`src/rtl/sram_arbiter_if.sv`:
```
// Bundle of both requester ports and the SRAM-controller side of the arbiter.
// The slave modport is the arbiter's view: it serves the two requesters and
// drives the SRAM controller. The master modport is the environment's view.
interface sram_arbiter_if #(
  parameter int ADDR_W = 32,
  parameter int DATA_W = 32
) ();
  // Port 0: instruction fetch
  logic                  m0_read_en;
  logic                  m0_write_en;
  logic [ADDR_W-1:0]     m0_addr;
  logic [DATA_W-1:0]     m0_write_data;
  logic [2*DATA_W-1:0]   m0_read_data;
  logic                  m0_ready;
  // Port 1: MEM-stage data cache controller
  logic                  m1_read_en;
  logic                  m1_write_en;
  logic [ADDR_W-1:0]     m1_addr;
  logic [DATA_W-1:0]     m1_write_data;
  logic [2*DATA_W-1:0]   m1_read_data;
  logic                  m1_ready;
  // SRAM controller side
  logic                  sram_read_en;
  logic                  sram_write_en;
  logic [ADDR_W-1:0]     sram_addr;
  logic [DATA_W-1:0]     sram_write_data;
  logic [2*DATA_W-1:0]   sram_read_data;
  logic                  sram_ready;

  modport slave (
    input  m0_read_en, m0_write_en, m0_addr, m0_write_data,
    output m0_read_data, m0_ready,
    input  m1_read_en, m1_write_en, m1_addr, m1_write_data,
    output m1_read_data, m1_ready,
    output sram_read_en, sram_write_en, sram_addr, sram_write_data,
    input  sram_read_data, sram_ready
  );

  modport master (
    output m0_read_en, m0_write_en, m0_addr, m0_write_data,
    input  m0_read_data, m0_ready,
    output m1_read_en, m1_write_en, m1_addr, m1_write_data,
    input  m1_read_data, m1_ready,
    input  sram_read_en, sram_write_en, sram_addr, sram_write_data,
    output sram_read_data, sram_ready
  );
endinterface

```
`src/rtl/sram_arbiter.sv`:
```
// Round-robin arbiter sharing one SRAM controller between instruction fetch
// (port 0) and the data cache controller (port 1). One transaction in flight;
// every output comes straight from a flop. A sticky watchdog flags an SRAM
// controller that stays silent for WDOG_CYC busy cycles.
module sram_arbiter #(
  parameter int ADDR_W   = 32,
  parameter int DATA_W   = 32,
  parameter int WDOG_CYC = 1023
) (
  input  logic          clk,
  input  logic          rst,          // asynchronous, active low
  sram_arbiter_if.slave bus,
  output logic          grant,
  output logic          timeout_err
);

  localparam int CNT_W = $clog2(WDOG_CYC + 1);
  localparam logic [CNT_W-1:0] WDOG_MAX = CNT_W'(WDOG_CYC);

  localparam logic [1:0] S_IDLE = 2'd0;
  localparam logic [1:0] S_BUSY = 2'd1;
  localparam logic [1:0] S_RESP = 2'd2;

  logic [1:0]          r_state;
  logic                r_grant;
  logic                r_last_grant;
  logic                r_sram_read_en;
  logic                r_sram_write_en;
  logic [ADDR_W-1:0]   r_sram_addr;
  logic [DATA_W-1:0]   r_sram_write_data;
  logic [2*DATA_W-1:0] r_m0_read_data;
  logic [2*DATA_W-1:0] r_m1_read_data;
  logic                r_m0_ready;
  logic                r_m1_ready;
  logic [CNT_W-1:0]    r_wdog_cnt;
  logic                r_timeout;

  logic                w_req0;
  logic                w_req1;
  logic                w_sel;
  logic                w_sel_write;
  logic                w_sel_read;
  logic [ADDR_W-1:0]   w_sel_addr;
  logic [DATA_W-1:0]   w_sel_write_data;

  // Arbitration: a lone requester wins; on a tie the port that did not own
  // the previous transaction wins. Write takes priority over read on a port.
  assign w_req0           = bus.m0_read_en | bus.m0_write_en;
  assign w_req1           = bus.m1_read_en | bus.m1_write_en;
  assign w_sel            = (w_req0 & w_req1) ? ~r_last_grant : w_req1;
  assign w_sel_write      = w_sel ? bus.m1_write_en : bus.m0_write_en;
  assign w_sel_read       = (w_sel ? bus.m1_read_en : bus.m0_read_en) & ~w_sel_write;
  assign w_sel_addr       = w_sel ? bus.m1_addr : bus.m0_addr;
  assign w_sel_write_data = w_sel ? bus.m1_write_data : bus.m0_write_data;

  // Transaction FSM: launch from IDLE, wait for sram_ready in BUSY, pulse the
  // owner's ready in RESP.
  // NOTE: state registers use non-blocking assignments so every flop samples
  // the pre-edge values of the others regardless of statement order.
  always_ff @(posedge clk or negedge rst) begin
    if (!rst) begin
      r_state           <= S_IDLE;
      r_grant           <= 1'b0;
      r_last_grant      <= 1'b1;
      r_sram_read_en    <= 1'b0;
      r_sram_write_en   <= 1'b0;
      r_sram_addr       <= '0;
      r_sram_write_data <= '0;
      r_m0_read_data    <= '0;
      r_m1_read_data    <= '0;
      r_m0_ready        <= 1'b0;
      r_m1_ready        <= 1'b0;
    end else begin
      case (r_state)
        S_IDLE: begin
          if (w_req0 | w_req1) begin
            r_grant           <= w_sel;
            r_sram_read_en    <= w_sel_read;
            r_sram_write_en   <= w_sel_write;
            r_sram_addr       <= w_sel_addr;
            r_sram_write_data <= w_sel_write_data;
            r_state           <= S_BUSY;
          end
        end
        S_BUSY: begin
          // Port inputs are deliberately ignored here: a dropped request
          // does not abort the transaction already handed to the SRAM.
          if (bus.sram_ready) begin
            r_sram_read_en  <= 1'b0;
            r_sram_write_en <= 1'b0;
            if (r_grant) begin
              r_m1_read_data <= bus.sram_read_data;
              r_m1_ready     <= 1'b1;
            end else begin
              r_m0_read_data <= bus.sram_read_data;
              r_m0_ready     <= 1'b1;
            end
            r_state <= S_RESP;
          end
        end
        S_RESP: begin
          r_m0_ready   <= 1'b0;
          r_m1_ready   <= 1'b0;
          r_last_grant <= r_grant;
          r_state      <= S_IDLE;
        end
        default: begin
          r_state <= S_IDLE;
        end
      endcase
    end
  end

  // Watchdog: count silent BUSY cycles, set a sticky flag at WDOG_CYC.
  always_ff @(posedge clk or negedge rst) begin
    if (!rst) begin
      r_wdog_cnt <= '0;
      r_timeout  <= 1'b0;
    end else if (r_state == S_IDLE) begin
      r_wdog_cnt <= '0;
    end else if (r_state == S_BUSY && !bus.sram_ready) begin
      if (r_wdog_cnt != WDOG_MAX) begin
        r_wdog_cnt <= r_wdog_cnt + 1'b1;
      end
      if (r_wdog_cnt == WDOG_MAX - 1'b1) begin
        r_timeout <= 1'b1;
      end
    end
  end

  assign bus.sram_read_en    = r_sram_read_en;
  assign bus.sram_write_en   = r_sram_write_en;
  assign bus.sram_addr       = r_sram_addr;
  assign bus.sram_write_data = r_sram_write_data;
  assign bus.m0_read_data    = r_m0_read_data;
  assign bus.m1_read_data    = r_m1_read_data;
  assign bus.m0_ready        = r_m0_ready;
  assign bus.m1_ready        = r_m1_ready;
  assign grant               = r_grant;
  assign timeout_err         = r_timeout;

endmodule

```
`src/flat_wrapper.sv`:
```
// flat-port wrapper written by rule: the top's interface ports become plain ports
module sram_arbiter_flat 
#(
  parameter int ADDR_W   = 32,
  parameter int DATA_W   = 32,
  parameter int WDOG_CYC = 1023
)
  (clk, rst, grant, timeout_err, bus_m0_read_en, bus_m0_write_en, bus_m0_addr, bus_m0_write_data, bus_m0_read_data, bus_m0_ready, bus_m1_read_en, bus_m1_write_en, bus_m1_addr, bus_m1_write_data, bus_m1_read_data, bus_m1_ready, bus_sram_read_en, bus_sram_write_en, bus_sram_addr, bus_sram_write_data, bus_sram_read_data, bus_sram_ready);
  sram_arbiter_if #(.ADDR_W(ADDR_W), .DATA_W(DATA_W)) bus_i ();
  input  logic clk;
  input  logic rst;
  output logic grant;
  output logic timeout_err;
  input wire logic [$bits(bus_i.m0_read_en)-1:0] bus_m0_read_en;
  input wire logic [$bits(bus_i.m0_write_en)-1:0] bus_m0_write_en;
  input wire logic [$bits(bus_i.m0_addr)-1:0] bus_m0_addr;
  input wire logic [$bits(bus_i.m0_write_data)-1:0] bus_m0_write_data;
  output wire logic [$bits(bus_i.m0_read_data)-1:0] bus_m0_read_data;
  output wire logic [$bits(bus_i.m0_ready)-1:0] bus_m0_ready;
  input wire logic [$bits(bus_i.m1_read_en)-1:0] bus_m1_read_en;
  input wire logic [$bits(bus_i.m1_write_en)-1:0] bus_m1_write_en;
  input wire logic [$bits(bus_i.m1_addr)-1:0] bus_m1_addr;
  input wire logic [$bits(bus_i.m1_write_data)-1:0] bus_m1_write_data;
  output wire logic [$bits(bus_i.m1_read_data)-1:0] bus_m1_read_data;
  output wire logic [$bits(bus_i.m1_ready)-1:0] bus_m1_ready;
  output wire logic [$bits(bus_i.sram_read_en)-1:0] bus_sram_read_en;
  output wire logic [$bits(bus_i.sram_write_en)-1:0] bus_sram_write_en;
  output wire logic [$bits(bus_i.sram_addr)-1:0] bus_sram_addr;
  output wire logic [$bits(bus_i.sram_write_data)-1:0] bus_sram_write_data;
  input wire logic [$bits(bus_i.sram_read_data)-1:0] bus_sram_read_data;
  input wire logic [$bits(bus_i.sram_ready)-1:0] bus_sram_ready;
  assign bus_i.m0_read_en = bus_m0_read_en;
  assign bus_i.m0_write_en = bus_m0_write_en;
  assign bus_i.m0_addr = bus_m0_addr;
  assign bus_i.m0_write_data = bus_m0_write_data;
  assign bus_m0_read_data = bus_i.m0_read_data;
  assign bus_m0_ready = bus_i.m0_ready;
  assign bus_i.m1_read_en = bus_m1_read_en;
  assign bus_i.m1_write_en = bus_m1_write_en;
  assign bus_i.m1_addr = bus_m1_addr;
  assign bus_i.m1_write_data = bus_m1_write_data;
  assign bus_m1_read_data = bus_i.m1_read_data;
  assign bus_m1_ready = bus_i.m1_ready;
  assign bus_sram_read_en = bus_i.sram_read_en;
  assign bus_sram_write_en = bus_i.sram_write_en;
  assign bus_sram_addr = bus_i.sram_addr;
  assign bus_sram_write_data = bus_i.sram_write_data;
  assign bus_i.sram_read_data = bus_sram_read_data;
  assign bus_i.sram_ready = bus_sram_ready;
  sram_arbiter #(.ADDR_W(ADDR_W), .DATA_W(DATA_W), .WDOG_CYC(WDOG_CYC)) u_core (.clk(clk), .rst(rst), .bus(bus_i), .grant(grant), .timeout_err(timeout_err));
endmodule
```
`config.mk`:
```
export PLATFORM = sky130hd
export DESIGN_NAME = sram_arbiter_flat
export DESIGN_NICKNAME = d
export VERILOG_FILES = /design/src/rtl/sram_arbiter_if.sv /design/src/rtl/sram_arbiter.sv /design/src/flat_wrapper.sv
export SDC_FILE = /design/constraint.sdc
export NUM_CORES = 1
export LEC_CHECK = 0
export ABC_AREA = 1
export ABC_CLOCK_PERIOD_IN_PS = 2100
export CORE_MARGIN = 3
export CORE_UTILIZATION = 25
export DETAILED_ROUTE_END_ITERATION = 8
export GPL_TIMING_DRIVEN = 0
export HOLD_SLACK_MARGIN = 0.15
export PLACE_DENSITY_LB_ADDON = 0.05
export SYNTH_ARGS = -nofsm -noshare
export SYNTH_HDL_FRONTEND = slang
export SYNTH_SLANG_ARGS = --single-unit
```
`constraint.sdc`:
```
create_clock -name clk -period 2.1 [get_ports clk]
set_clock_uncertainty 0.2 [all_clocks]
set_input_delay 0.525 -clock clk [delete_from_list [all_inputs] [get_ports clk]]
set_output_delay 0.525 -clock clk [all_outputs]
set_load 0.02 [all_outputs]
```
==> results of run 1 <==
metal layers:
metal	global-route usage	up-vias	wire (um)
met4	0.0468	0	828
met2	0.283	312	15500
met5	0	-	0
met1	0.214	3676	13900
met3	0.0657	49	3170
li1	-	3958	-
flip-flops by register name (all words and copies together), names as in the netlist:
register,cells
u_core.r_state,2
u_core.r_last_grant,1
u_core.bus.sram_read_en,1
u_core.bus.m0_ready,1
u_core.bus.sram_write_en,1
u_core.grant,1
u_core.bus.m1_read_data,64
u_core.bus.sram_addr,32
u_core.timeout_err,1
u_core.bus.m1_ready,1
u_core.bus.sram_write_data,32
u_core.r_wdog_cnt,10
u_core.bus.m0_read_data,64
layout by cell type, fill, tap and decap left out, types with 21 or more instances in the layout:
master	netlist	final
buf_2	26	26
clkbuf_1	15	21
clkbuf_16	0	27
clkdlybuf4s50_1	0	197
dfrtp_1	210	208
dlygate4sd2_1	0	195
inv_1	82	82
nand2_1	233	233
nor2_1	76	75
o21ai_0	160	160
o21ai_1	52	52
o21ai_2	50	50
cells in the mapped netlist:
master      n
o22ai_1     1
inv_2       3
or2_2       2
buf_4       2
o21ai_0   160
o21ai_1    52
o21ai_2    50
dfrtp_1   210
inv_1      82
dfstp_2     1
buf_2      26
xor2_1      1
buf_6      13
nor2_4      1
nor2_1     76
clkbuf_2    1
nand2_2     1
nand3_1    11
a21oi_2     1
o21bai_1    1
ha_1        2
nand4_1    11
or2_4       1
a21o_1      1
clkbuf_1   15
nand2_1   233
nor3_1      1
cell families after synthesis:
kind of cell / after synthesis / share of synthesized area
simple gates: 337 / 0.150
buf+inv: 142 / 0.0760
flops: 211 / 0.597
fa+ha+maj: 2 / 0.00283
xor+xnor: 1 / 0.000991
compound gates: 266 / 0.173
layout make-up:
cell class                 count  area [um2]  share of cell area
clock inverter                 6        33.8             0.00241
inverter                      85         319              0.0228
antenna                        3        7.51            0.000536
clock buffer                  38         747              0.0534
tap                          455         569              0.0407
buffer                        57         355              0.0254
multi-input combinational    606        2890               0.207
timing repair buffer         399        3790               0.271
sequential                   211        5280               0.377
through the flow:
stage                     total power [mW]   util
after floorplan                       12.4      -
after global placement                18.1  0.385
after detailed placement              18.1  0.387
after CTS                             21.2  0.403
after global routing                  22.3  0.403
final                                 20.7  0.403
power groups by stage:
stage                     registers (mW)  logic [mW]  clock network [mW]
after floorplan                     9.13        3.25                   0
after detailed placement            7.04        11.1                   0
after global routing                7.16        10.6                4.52
final                               6.92        9.62                4.19
after global placement              7.01        11.1                   0
after CTS                           6.95        9.86                4.36
what timing repair did:
item,CTS,global route
gates cloned,0,0
hold buffers,1,0
endpoints found under the hold margin,210,0
endpoints found under the setup margin,198,45
gates resized for setup,201,8
worst max path at each step:
stage | slack [ns] | endpoint | start | cells after the start
3_3_place_gp | -9.73 | u_core.bus.sram_write_data[19] | rst | 1
6_report | 0.07 | bus_sram_addr[0] | u_core.bus.sram_addr[0] | 1
2_1_floorplan | 0.38 | u_core.bus.sram_addr[23] | bus_m0_write_en | 8
5_1_grt | -0.07 | u_core.bus.m1_read_data[35] | u_core.r_state[0] | 8
4_1_cts | 0.008 | bus_sram_write_data[5] | u_core.bus.sram_write_data[5] | 1
3_5_place_dp | -0.43 | u_core.bus.sram_write_data[29] | bus_m0_write_en | 8
==> impl_metrics.json, run 1 <==
{
  "cts_inserted_buffers": 27,
  "drt_iter0_drc": 312,
  "rsz0062_at_grt": "yes",
  "fmax_mhz": 494,
  "start_kind": "register",
  "fin_crit_sh": 0.965,
  "dp.cells": 1812,
  "drive_above_1_share": 0.105,
  "cpLargestDelayFamily": "flip-flops",
  "path_buf_inv": 1,
  "yosys-top-cells-area": "dfrtp_1 59%, nand2_1 9.9%, o21ai_0 9.1%",
  "vias": 7995,
  "seq_power_share": 0.334,
  "arrival_ns": 1.30,
  "place_area_mm2": 0.0134,
  "clockRootBuffer": "clkbuf_16",
  "crit_path_max_fanout": 2,
  "wl_per_cell_um": 17.9,
  "final_cell_area_mm2": 0.0140,
  "worst_path_max_delay_cell": "dfrtp_1",
  "p_leak_nw": 6.89,
  "reg2regPathDepth": 8,
  "p_clk_frac": 0.202,
  "die-area_mm2": 0.0377,
  "port_buffers": 396,
  "routed_wl_um": 33400,
  "switching_share": 0.426,
  "h-tree-depth": 1,
  "netlist_area_mm2": 0.00884,
  "antenna_found_initial": 3,
  "combPwrFrac": 0.464,
  "worst-setup-path-type": "reg2out",
  "cts_setup_buffers": 0,
  "rrSetupSlack_ns": 0.18,
  "clkSinkCount": 211,
  "clock_latency_ns": 0.53,
  "grt_max_degree": 105,
  "clockBufferDepth": 3,
  "worstPathCellList": "dlygate4sd2_1",
  "die_h_um": 194,
  "synth_seq_area_share": 0.597,
  "die_x_um": 194,
  "ir_drop_v": 0.000555,
  "ant_nets": 0,
  "yosys_warnings": 0,
  "max-cap-violations": 0,
  "clk_pin_slew_ns": 0.06,
  "gp_congestion": 0.753,
  "finalNetCount": 1588,
  "core_area_mm2": 0.0347,
  "finalNonFillerCells": 1860,
  "drt_pass1_iterations": 4,
  "slowest_delay_ns": 0.40,
  "start_util": 0.255,
  "status": "finished, final reports clean",
  "drv_slew": 0,
  "fillerInstances": 3620,
  "hold_violations": 0,
  "synth_area_leader_cell": "dfrtp_1",
  "viasPerCell": 4.30,
  "hpwl_um": 25100,
  "setup_tns_ns": 0,
  "area_growth_pct": 58.3,
  "drcViolationCount": 0,
  "reg2reg_to": "u_core.bus.m1_read_data[13]",
  "hold_class": "in2async",
  "cts_tree": "built",
  "num_io_pins": 397,
  "grt_pass1_wl_um": 51800,
  "worst_slew_pin_slew_ns": 0.585,
  "fp-row-count": 68,
  "grt_use_total": 0.173,
  "p_sw_mw": 8.82,
  "avgSynthCellArea_um2": 9.22,
  "p_int_mw": 11.9,
  "reg2reg_from": "u_core.r_state[0]",
  "slew_headroom": 0.610,
  "fin_crit_ns": 2.03,
  "grt_pass1_vias": 8396,
  "synthCells": 959,
  "power.density_mw_per_mm2": 1480,
  "synth_fp_nets": 1160,
  "setup_viol": 0,
  "post-place-ws_ns": -0.431,
  "worstSetupEndpointType": "output pin",
  "crit_required_ns": 1.37,
  "worst_slack_ns": 0.0738,
  "hold-worst-slack_ns": 0.227,
  "grt-ovfl-total": 0,
  "ys_types": 27,
  "synth_seq_cells": 211,
  "synth.top_cell.area_share": 0.594
}
Power figures use the tool's default switching activity.
==> inputs of run 2 (changes only) <==
--- a/config.mk
+++ b/config.mk
@@ -7,9 +7,11 @@
 export LEC_CHECK = 0
 export ABC_AREA = 1
 export ABC_CLOCK_PERIOD_IN_PS = 2100
+export CORE_ASPECT_RATIO = 1.2
 export CORE_MARGIN = 3
 export CORE_UTILIZATION = 25
 export DETAILED_ROUTE_END_ITERATION = 8
+export GPL_ROUTABILITY_DRIVEN = 0
 export GPL_TIMING_DRIVEN = 0
 export HOLD_SLACK_MARGIN = 0.15
 export PLACE_DENSITY_LB_ADDON = 0.05
==> run 2 against run 1 <==
Against the previous run:
- register-to-register slack gained 0.03 ns
- final area grew 0.66%
- critical path type unchanged
- sequential share of layout area shrank 0.27 points
- utilization grew 0.59 points
- cell count is the same
- hold slack gained 0.044 ns
- critical path depth is the same
- largest power group unchanged
- die area is essentially flat
- count of clock-buffer cells in the layout shrank 3
- total power grew 2.5%
==> impl_metrics.json, run 2 (same netlist as run 1, synthesis figures left out) <==
{
  "worstHoldStart": "u_core.bus.m0_read_data[37]",
  "slowest_delay_ns": 0.41,
  "area_growth_pct": 59.4,
  "hpwl_um": 25100,
  "rsz0062_at_grt": "no",
  "reg2reg_from": "u_core.r_last_grant",
  "die_x_um": 178,
  "finalNetCount": 1586,
  "rrSetupSlack_ns": 0.21,
  "cts_inserted_buffers": 26,
  "fin_crit_ns": 2.01,
  "fin_crit_sh": 0.956,
  "cts_setup_buffers": 0,
  "drcViolationCount": 0,
  "holdPathStages": 2,
  "core_area_mm2": 0.0344,
  "drt_iter0_drc": 305,
  "fp-row-count": 74,
  "p_leak_nw": 6.94,
  "slew_headroom": 0.590,
  "ir_drop_v": 0.000563,
  "power_mw": 21.3,
  "vias": 7961,
  "port_buffers": 396,
  "clk_pin_slew_ns": 0.06,
  "crit_required_ns": 1.37,
  "fillerInstances": 3569,
  "cts_tree": "built",
  "final_common_cell": "nand2_1",
  "worstSetupEndpointType": "output pin",
  "fin_util": 0.409,
  "path_buf_inv": 1,
  "status": "finished, final reports clean",
  "hold_end": "u_core.bus.m0_read_data[37]",
  "crit_path_max_fanout": 2,
  "clock_latency_ns": 0.52,
  "final_cell_area_mm2": 0.0141,
  "worst_slew_pin_slew_ns": 0.616,
  "hold_violations": 0,
  "cpLargestDelayFamily": "buffers and inverters",
  "setup_viol": 0,
  "reg2reg_to": "u_core.bus.sram_write_data[25]",
  "clockRootBuffer": "clkbuf_16",
  "drive_above_1_share": 0.110,
  "h-tree-depth": 1,
  "drt_pass1_iterations": 4,
  "drv_slew": 0,
  "die_h_um": 212,
  "start_kind": "register",
  "clockBufferDepth": 3,
  "antenna_found_initial": 1,
  "worst_path_max_delay_cell": "dlygate4sd2_1",
  "reg2regPathDepth": 8,
  "arrival_ns": 1.28,
  "hold_class": "reg2reg",
  "ant_nets": 0,
  "grt-ovfl-total": 0,
  "grt_max_degree": 110,
  "wl_per_cell_um": 17.8,
  "grt_use_total": 0.171,
  "start_util": 0.257,
  "place_area_mm2": 0.0134,
  "grt_pass1_wl_um": 50100,
  "final-seq-area_mm2": 0.00528,
  "die-area_mm2": 0.0377,
  "grt_pass1_vias": 8361,
  "max-cap-violations": 0,
  "critPathLaunch": "u_core.bus.sram_write_data[2]",
  "num_io_pins": 397,
  "viasPerCell": 4.28,
  "final_cell_mix": "233 x nand2_1, 210 x dfrtp_1, 197 x clkdlybuf4s50_1, 196 x dlygate4sd2_1, 160 x o21ai_0",
  "routed_wl_um": 33100,
  "fmax_mhz": 498,
  "multi_input_area_mm2": 0.00289,
  "worstPathCellList": "dlygate4sd2_1",
  "power.density_mw_per_mm2": 1510,
  "worst-setup-path-type": "reg2out",
  "clkSinkCount": 211
}
==> run 2: through the flow <==
stage / worst slack [ns] / std cells / setup TNS [ns] / hold slack, ns
after floorplan: 0.384 / 959 / 0 / 0.0294
after global placement: -9.70 / 1811 / -2084.66 / 0.264
after detailed placement: -0.491 / 1812 / -53.16 / 0.267
after CTS: 0.0120 / 1859 / 0 / 0.276
after global routing: 0.0131 / 1860 / 0 / 0.290
final: 0.0922 / 1860 / 0 / 0.271
==> run 2: where the power goes <==
group | switching [mW] | internal, mW | total [mW]
Sequential | 0.967 | 5.93 | 6.90
Combinational | 6.08 | 3.52 | 9.60
Clock | 1.79 | 2.96 | 4.75
Total | 8.84 | 12.4 | 21.3
==> run 2: cell type report <==
| cell class | count | share of cell area |
|---|---|---|
| antenna | 1 | 0.000178 |
| buffer | 57 | 0.0254 |
| clock buffer | 35 | 0.0529 |
| clock inverter | 11 | 0.0114 |
| inverter | 85 | 0.0226 |
| multi-input combinational | 606 | 0.205 |
| sequential | 211 | 0.375 |
| tap | 456 | 0.0405 |
| timing repair buffer | 398 | 0.267 |
==> run 2: per-layer routing <==
layer / wire length, um / vias up / GRT usage
met3: 3290 / 30 / 0.0650
met4: 516 / 0 / 0.0398
met2: 16400 / 289 / 0.304
met5: 0 / - / 0
met1: 12900 / 3694 / 0.195
li1: - / 3948 / -
==> run 2: worst max-delay path by stage <==
stage | endpoint | slack [ns] | cells after the start
global route | grant | 0.01 | 1
finish | bus_sram_write_data[2] | 0.09 | 1
detailed placement | u_core.bus.sram_write_data[25] | -0.49 | 9
global placement | u_core.bus.sram_write_data[13] | -9.70 | 1
floorplan | u_core.bus.sram_addr[23] | 0.38 | 8
CTS | bus_m0_ready | 0.01 | 1
==> run 2: timing repair <==
item / 4_1_cts / 5_1_grt
resized for setup: 201 / 12
setup endpoints to repair: 198 / 101
endpoints found under the hold margin: 101 / 0
hold buffers: 1 / 0
==> inputs of run 3 (changes only) <==
--- a/config.mk
+++ b/config.mk
@@ -6,7 +6,7 @@
 export NUM_CORES = 1
 export LEC_CHECK = 0
 export ABC_AREA = 1
-export ABC_CLOCK_PERIOD_IN_PS = 2100
+export ABC_CLOCK_PERIOD_IN_PS = 1800
 export CORE_ASPECT_RATIO = 1.2
 export CORE_MARGIN = 3
 export CORE_UTILIZATION = 25
@@ -15,6 +15,7 @@
 export GPL_TIMING_DRIVEN = 0
 export HOLD_SLACK_MARGIN = 0.15
 export PLACE_DENSITY_LB_ADDON = 0.05
+export SKIP_LAST_GASP = 1
 export SYNTH_ARGS = -nofsm -noshare
 export SYNTH_HDL_FRONTEND = slang
 export SYNTH_SLANG_ARGS = --single-unit
==> constraint.sdc (replaced) <==
create_clock -name clk -period 1.8 [get_ports clk]
set_clock_uncertainty 0.2 [all_clocks]
set_input_delay 0.27 -clock clk [delete_from_list [all_inputs] [get_ports clk]]
set_output_delay 0.27 -clock clk [all_outputs]
set_load 0.02 [all_outputs]
==> run 3 against run 2 <==
Against the previous run:
- worst setup slack worse by 0.038 ns
- total power grew 19%
- count of clock-buffer cells in the layout unchanged
- final area rose by 8.5%
- non-clock buffer count increased by 109
- critical path type unchanged
==> impl_metrics.json, run 3 (same netlist as run 1, synthesis figures left out) <==
{
  "grt_max_degree": 110,
  "finalNonFillerCells": 1968,
  "die_h_um": 212,
  "h-tree-depth": 1,
  "viasPerCell": 4.26,
  "fin_crit_ns": 1.75,
  "clk_pin_slew_ns": 0.06,
  "rsz0062_at_grt": "yes",
  "final_common_cell": "nand2_1",
  "clock_latency_ns": 0.52,
  "wl_per_cell_um": 17.1,
  "p_leak_nw": 7.44,
  "reg2reg_to": "u_core.bus.sram_write_data[8]",
  "worst_path_max_delay_cell": "dfrtp_1",
  "diodes": 0,
  "num_io_pins": 397,
  "vias": 8389,
  "post-place-ws_ns": -0.536,
  "grt_pass1_wl_um": 51600,
  "drv_slew": 0,
  "hpwl_um": 25100,
  "setup_viol": 0,
  "start_util": 0.257,
  "drive_above_1_share": 0.113,
  "arrival_ns": 1.28,
  "port_buffers": 396,
  "die-area_mm2": 0.0377,
  "cpLargestDelayFamily": "flip-flops",
  "fmax_mhz": 573,
  "dp.cells": 1812,
  "die_x_um": 178,
  "slew_headroom": 0.591,
  "worst_slack_ns": 0.0543,
  "area_growth_pct": 72.8,
  "drt_iter0_drc": 278,
  "core_area_mm2": 0.0344,
  "reg2reg_from": "u_core.r_last_grant",
  "final_cell_mix": "231 x nand2_1, 209 x dfrtp_1, 197 x clkdlybuf4s50_1, 189 x dlygate4sd2_1, 145 x o21ai_0",
  "hold-worst-slack_ns": 0.138,
  "power.density_mw_per_mm2": 1650,
  "routed_wl_um": 33700,
  "max-cap-violations": 0,
  "grt_pass1_vias": 8894,
  "clkSinkCount": 211,
  "fp-row-count": 74,
  "fillerInstances": 3484,
  "worstSetupEndpointType": "output pin",
  "hold_violations": 0,
  "path_buf_inv": 1,
  "worst-setup-path-type": "reg2out",
  "clockRootBuffer": "clkbuf_16",
  "slowest_delay_ns": 0.42,
  "grt-ovfl-total": 0,
  "finalNetCount": 1695,
  "start_kind": "register",
  "ant_nets": 0,
  "cts_inserted_buffers": 26,
  "crit_path_max_fanout": 2,
  "worstPathCellList": "clkdlybuf4s15_1",
  "drcViolationCount": 0,
  "drt_pass1_iterations": 4,
  "fin_crit_sh": 0.970,
  "cts_tree": "built",
  "power_mw": 25.2,
  "reg2regPathDepth": 8,
  "grt_use_total": 0.175,
  "crit_required_ns": 1.33,
  "status": "finished, final reports clean",
  "hold_class": "in2async",
  "setup_tns_ns": 0,
  "rrSetupSlack_ns": 0.08,
  "worst_slew_pin_slew_ns": 0.614,
  "ir_drop_v": 0.000659,
  "clockBufferDepth": 3,
  "antenna_found_initial": 0
}
-- run 3: where the power goes --
group	total (mW)	internal, mW	leakage [nW]	switching, mW
sequential	8.04	6.92	2.63	1.12
combinational	11.7	4.44	4.37	7.22
clock	5.53	3.46	0.443	2.08
total	25.2	14.8	7.44	10.4
-- run 3: layout make-up --
cell class / instances / area (um2) / area share
Inverter: 85 / 319 / 0.0209
Sequential cell: 211 / 5280 / 0.346
Buffer: 55 / 427 / 0.0279
Clock inverter: 11 / 160 / 0.0105
Multi-Input combinational cell: 606 / 2900 / 0.190
Tap cell: 456 / 571 / 0.0373
Timing Repair Buffer: 509 / 4880 / 0.319
Clock buffer: 35 / 746 / 0.0488
-- run 3: worst max path at each step --
stage,from,to,depth (start not counted)
after floorplan,u_core.r_wdog_cnt[0],u_core.r_wdog_cnt[3],9
after global routing,u_core.r_last_grant,u_core.bus.sram_write_data[6],8
final,u_core.bus.sram_write_data[12],bus_sram_write_data[12],1
after CTS,u_core.grant,grant,1
after global placement,rst,u_core.bus.sram_write_data[13],1
after detailed placement,bus_m0_write_en,u_core.bus.sram_write_data[25],9
-- run 3: repair_timing --
item / 4_1_cts / 5_1_grt
setup endpoints to repair: 322 / 225
setup buffers: 1 / 1
hold endpoints to repair: 249 / 0
gates resized for setup: 223 / 61
hold buffers: 110 / 0
-- run 3: per-layer routing --
layer,global-route usage,up-vias,routed length (um)
li1,-,4163,-
met1,0.202,3881,13300
met2,0.308,304,16500
met3,0.0597,41,3120
met4,0.0485,0,822
met5,0,-,0
-- run 3: metrics by stage --
stage	area, um2	util
3_5_place_dp	13400	0.389
2_1_floorplan	8840	-
6_report	15300	0.444
5_1_grt	15300	0.444
4_1_cts	15200	0.442
3_3_place_gp	13400	0.388
